**src/rtl/jstk_spi_reader.sv**
```systemverilog
// PmodJSTK SPI master: one 5-byte poll per start edge, returning X/Y
// and buttons with an atomic update and a one-cycle valid strobe.
module jstk_spi_reader #(
    parameter int CLK_DIV      = 50,
    parameter int CS_SETUP_CYC = 750,
    parameter int BYTE_GAP_CYC = 500
) (
    input  logic       clk50M,
    input  logic       reset_n,
    input  logic       start,
    input  logic [1:0] led,
    output logic       cs,
    output logic       sck,
    output logic       mosi,
    input  logic       miso,
    output logic [9:0] x,
    output logic [9:0] y,
    output logic [2:0] buttons,
    output logic       valid,
    output logic       busy
);

    localparam int BIT_CYC = 2 * CLK_DIV;
    localparam int MAX_A   = (CS_SETUP_CYC > BYTE_GAP_CYC) ? CS_SETUP_CYC : BYTE_GAP_CYC;
    localparam int MAX_C   = (MAX_A > BIT_CYC) ? MAX_A : BIT_CYC;
    localparam int CW      = $clog2(MAX_C + 1);

    typedef enum logic [2:0] {
        S_IDLE,
        S_SETUP,
        S_SHIFT,
        S_GAP,
        S_DONE
    } state_t;

    state_t          r_state;
    state_t          w_next;
    logic            r_start_d;
    logic [CW-1:0]   r_cnt;
    logic [2:0]      r_bit;
    logic [2:0]      r_byte;
    logic [7:0]      r_tx;
    logic [7:0]      r_rx;
    logic [7:0]      r_bytes [4];
    logic            r_cs;
    logic            r_sck;
    logic [9:0]      r_x;
    logic [9:0]      r_y;
    logic [2:0]      r_btn;
    logic            r_valid;
    logic            r_busy;

    logic            w_trig;
    logic            w_setup_end;
    logic            w_gap_end;
    logic            w_rise;
    logic            w_bit_end;
    logic            w_byte_end;

    assign w_trig      = start & ~r_start_d;
    assign w_setup_end = (r_cnt == CW'(CS_SETUP_CYC - 1));
    assign w_gap_end   = (r_cnt == CW'(BYTE_GAP_CYC - 1));
    assign w_rise      = (r_cnt == CW'(CLK_DIV - 1));
    assign w_bit_end   = (r_cnt == CW'(BIT_CYC - 1));
    assign w_byte_end  = w_bit_end & (r_bit == 3'd7);

    always_ff @(posedge clk50M or negedge reset_n) begin
        if (!reset_n) begin
            r_state <= S_IDLE;
        end else begin
            r_state <= w_next;
        end
    end

    always_comb begin
        w_next = r_state;
        unique case (r_state)
            S_IDLE:  if (w_trig) w_next = S_SETUP;
            S_SETUP: if (w_setup_end) w_next = S_SHIFT;
            S_SHIFT: if (w_byte_end) w_next = (r_byte == 3'd4) ? S_DONE : S_GAP;
            S_GAP:   if (w_gap_end) w_next = S_SHIFT;
            S_DONE:  w_next = S_IDLE;
            default: w_next = S_IDLE;
        endcase
    end

    always_ff @(posedge clk50M or negedge reset_n) begin
        if (!reset_n) begin
            r_start_d <= 1'b0;
            r_cnt     <= '0;
            r_bit     <= '0;
            r_byte    <= '0;
            r_tx      <= '0;
            r_rx      <= '0;
            for (int i = 0; i < 4; i++) r_bytes[i] <= '0;
            r_cs      <= 1'b1;
            r_sck     <= 1'b0;
            r_x       <= '0;
            r_y       <= '0;
            r_btn     <= '0;
            r_valid   <= 1'b0;
            r_busy    <= 1'b0;
        end else begin
            r_start_d <= start;
            r_valid   <= 1'b0;
            unique case (r_state)
                S_IDLE: begin
                    if (w_trig) begin
                        r_cs   <= 1'b0;
                        r_busy <= 1'b1;
                        r_tx   <= {6'b100000, led};
                        r_cnt  <= '0;
                        r_bit  <= '0;
                        r_byte <= '0;
                    end
                end
                S_SETUP: r_cnt <= w_setup_end ? '0 : r_cnt + 1'b1;
                S_SHIFT: begin
                    r_cnt <= w_bit_end ? '0 : r_cnt + 1'b1;
                    if (w_rise) begin
                        r_sck <= 1'b1;
                        r_rx  <= {r_rx[6:0], miso};
                    end
                    if (w_bit_end) begin
                        r_sck <= 1'b0;
                        r_bit <= r_bit + 1'b1;
                    end
                    // Last byte goes straight to the outputs so all fields update together
                    if (w_byte_end) begin
                        r_byte <= r_byte + 1'b1;
                        if (r_byte == 3'd4) begin
                            r_cs    <= 1'b1;
                            r_valid <= 1'b1;
                            r_x     <= {r_bytes[1][1:0], r_bytes[0]};
                            r_y     <= {r_bytes[3][1:0], r_bytes[2]};
                            r_btn   <= r_rx[2:0];
                        end else begin
                            r_bytes[r_byte[1:0]] <= r_rx;
                        end
                    end
                end
                S_GAP: begin
                    r_tx  <= 8'h00;
                    r_cnt <= w_gap_end ? '0 : r_cnt + 1'b1;
                end
                S_DONE:  r_busy <= 1'b0;
                default: ;
            endcase
        end
    end

    assign mosi    = (r_state == S_SHIFT) ? r_tx[3'd7 - r_bit] : 1'b0;
    assign cs      = r_cs;
    assign sck     = r_sck;
    assign x       = r_x;
    assign y       = r_y;
    assign buttons = r_btn;
    assign valid   = r_valid;
    assign busy    = r_busy;

endmodule

```
**config.mk**
```make
export PLATFORM = sky130hd
export DESIGN_NAME = jstk_spi_reader
export DESIGN_NICKNAME = d
export VERILOG_FILES = /design/src/rtl/jstk_spi_reader.sv
export SDC_FILE = /design/constraint.sdc
export NUM_CORES = 1
export LEC_CHECK = 0
export CORE_UTILIZATION = 55
export CTS_BUF_LIST = sky130_fd_sc_hd__clkbuf_16
export DETAILED_ROUTE_END_ITERATION = 16
export HOLD_SLACK_MARGIN = 0.08
export PLACE_DENSITY = 0.75
export SYNTH_ARGS = -nofsm -noshare
export SYNTH_HDL_FRONTEND = slang
export SYNTH_SLANG_ARGS = --single-unit
```
**constraint.sdc**
```tcl
create_clock -name clk50M -period 3.7 [get_ports clk50M]
set_clock_uncertainty 0.1 [all_clocks]
set_input_delay 0.37 -clock clk50M [delete_from_list [all_inputs] [get_ports clk50M]]
set_output_delay 0.37 -clock clk50M [all_outputs]
set_load 0.1 [all_outputs]
```
==> impl_metrics.tcl <==
set metrics [dict create \
    status "finished clean" \
    crit_start "r_cnt[0]" \
    drc 0 \
    start_util_pct 58.0 \
    fin_crit_sh_pct 79.3 \
    synth.cell_area_sq_um 3500 \
    antenna_left 0 \
    slew_headroom_pct 33.2 \
    maxCapViolations 0 \
    cts_tree "built" \
    worst_slew_pin_slew_ns 0.998 \
    wl_per_cell_um 16.5 \
    die_w_um 81.7 \
    cp_cell_sequence "ha_1, or4b_4, nand4bb_1, nor4b_4, mux2_2" \
    fmax_mhz 341 \
    powerDensity_nw_per_um2 527 \
    die_h_um 81.7 \
    yosysSeqAreaShare_pct 55.8 \
    critPathTopFamily "simple AND/OR/NAND/NOR gates" \
    regToRegStartpoint "r_cnt[0]" \
    rsz0062_at_grt "false" \
    muxShareOfSynthArea_pct 17.0 \
    synth_top_family_by_area "multiplexers" \
    place_ws_ns 0.801 \
    critPathMaxStageDelay_ns 0.64 \
    ys_async_sr_fraction_pct 100 \
    synthFlopType "dfrtp_1" \
    crit_fanout 9 \
    routed_wl_um 6490 \
    drtIter0Drc 165 \
    worst-path-buf-inv 0 \
    criticalPathCategory "register to register" \
    post_cts_resized 0 \
    cp.required_ns 3.81 \
    dpl.hpwl_um 4240 \
    die_area_sq_um 6680 \
    ys_warn_count 0 \
    coreArea_sq_um 6030 \
    synth-simple-area-share_pct 12.2 \
    antenna_found_initial 0 \
    clock_latency_ns 0.33 \
    leakage_nw 1.95 \
    pin_count 34 \
    fin_crit_ns 2.93 \
    crit_arrival_ns 3.04 \
    syn_to_final_growth_pct 19.9 \
    setup_ws_ns 0.767 \
    postSynthAreaPerCell_sq_um 12.6 \
    ir_drop_mv 0.383 \
    synth_edf_count 0 \
    cts_buffers 9 \
    finalSetupTns_ns 0 \
    synth-seq-cells 78 \
    post_cts_buffers 0 \
    hold_viol 0 \
    synth_compound_area_share_pct 8.91 \
    setup_violations 0 \
    path_clk_slew_ns 0.06 \
    synthCells 277 \
    grt_usage_pct 21.9 \
    synth_fp_nets 291 \
    synth_cell_types 52 \
    grt_pass1_vias 2272 \
    grt_overflow 0 \
    synth_adder_area_share_pct 2.86 \
    antenna_cells 0 \
    grt_max_degree 79 \
    place.gp.congestion 0.819 \
    cts_sinks 78 \
    layout_commonest_cell "dfrtp_1" \
    grt_pass1_wl_um 10900 \
    hold_buffers 0 \
    vias 2284 \
    maxSlewViolCount 0 \
    htree_levels 3 \
    cts.path.max_buffers 2 \
    final_nets 328 \
    drive_gt1_share_pct 25.5 \
    layout_common_cells "dfrtp_1, mux2_2, clkdlybuf4s50_1" \
    clockRootBuffer "clkbuf_16" \
    fp-row-count 28 \
    slowest_stage "nor4b_4" \
    firstDrtPassIters 4 \
    cp-end-kind "register" \
    fillCellCount 445 \
    startpoint_type "register" \
    vias_per_cell 5.81 \
    port_buffers 33 \
    worstHoldPathType "input port to async pin" \
    synth_xor_area_share_pct 0.250 \
]
-- cells in the mapped netlist (all sizes together), types with 3 or more instances --
master	n	area, sq um
nor3b	4	30.0
nand2	19	73.8
o211ai	3	22.5
nor3	6	41.3
dfrtp	77	1930
ha	8	100
mux2	52	586
a21oi	7	35.0
a21o	7	53.8
inv	9	33.8
nand3	9	50.1
nor2	10	40.0
buf	6	60.1
o21ai	19	95.1
nor4	6	37.5
-- cell families after synthesis --
family,Yosys count
DFF,78
AOI/OAI and AO/OA,49
adders and majority gates,8
buffers and inverters,17
xor gates and xnor gates,1
muxes,53
and+or+nand+nor,71
-- per-layer routing --
| metal | global-route usage (%) | wire length [um] |
|---|---|---|
| met1 | 31.6 | 3220 |
| met2 | 31.8 | 2980 |
| met3 | 3.78 | 159 |
| met4 | 10.9 | 121 |
| met5 | 0 | 0 |
-- power by group --
part	switching [mW]	leakage (nW)	internal (mW)	total [mW]
clock	0.332	0.160	0.655	0.986
sequential	0.0688	1.06	0.908	0.977
combinational	0.141	0.740	0.103	0.245
-- worst paths after layout --
| path | to | slack (ns) | depth (start not counted) |
|---|---|---|---|
| max in group asynchronous | r_byte[0] | 2.77 | 1 |
| min in group clk50M | r_bytes[16] | 0.40 | 1 |
| setup / recovery | r_bytes[27] | 0.77 | 5 |
| hold / removal | r_tx[0] | 0.06 | 1 |
| setup reg to reg | r_bytes[27] | 0.77 | 5 |
| hold reg to reg | r_bytes[16] | 0.40 | 1 |
-- registers in the layout, summed over array words and instances (netlist names) --
register / count
busy: 1
r_tx: 3
r_bytes: 20
sck: 1
r_state: 3
cs: 1
r_byte: 3
r_rx: 8
y: 10
buttons: 3
r_cnt: 10
x: 10
valid: 1
r_start_d: 1
r_bit: 3
-- metrics by stage --
stage | instances | hold WS, ns | power, mW | instance area (sq um) | util (%)
after floorplan | 277 | -0.0256 | 1.16 | 3500 | -
after global placement | 378 | 0.384 | 1.23 | 3860 | 64.0
after detailed placement | 378 | 0.391 | 1.24 | 3860 | 64.0
after CTS | 393 | 0.129 | 2.23 | 4190 | 69.6
after global routing | 393 | 0.177 | 2.30 | 4190 | 69.6
final | 393 | 0.0551 | 2.21 | 4190 | 69.6
-- final cells by class --
type                    instances  area [sq um]  area share (%)
repair buffers                 34           333            7.94
flip-flops and latches         78          1950            46.6
well taps                      75          93.8            2.24
clock buffers                   9           225            5.37
clock inverters                 6           110            2.63
inverters                       9          33.8           0.806
multi-input cells             182          1440            34.4
(Power assumes the default switching activity.)
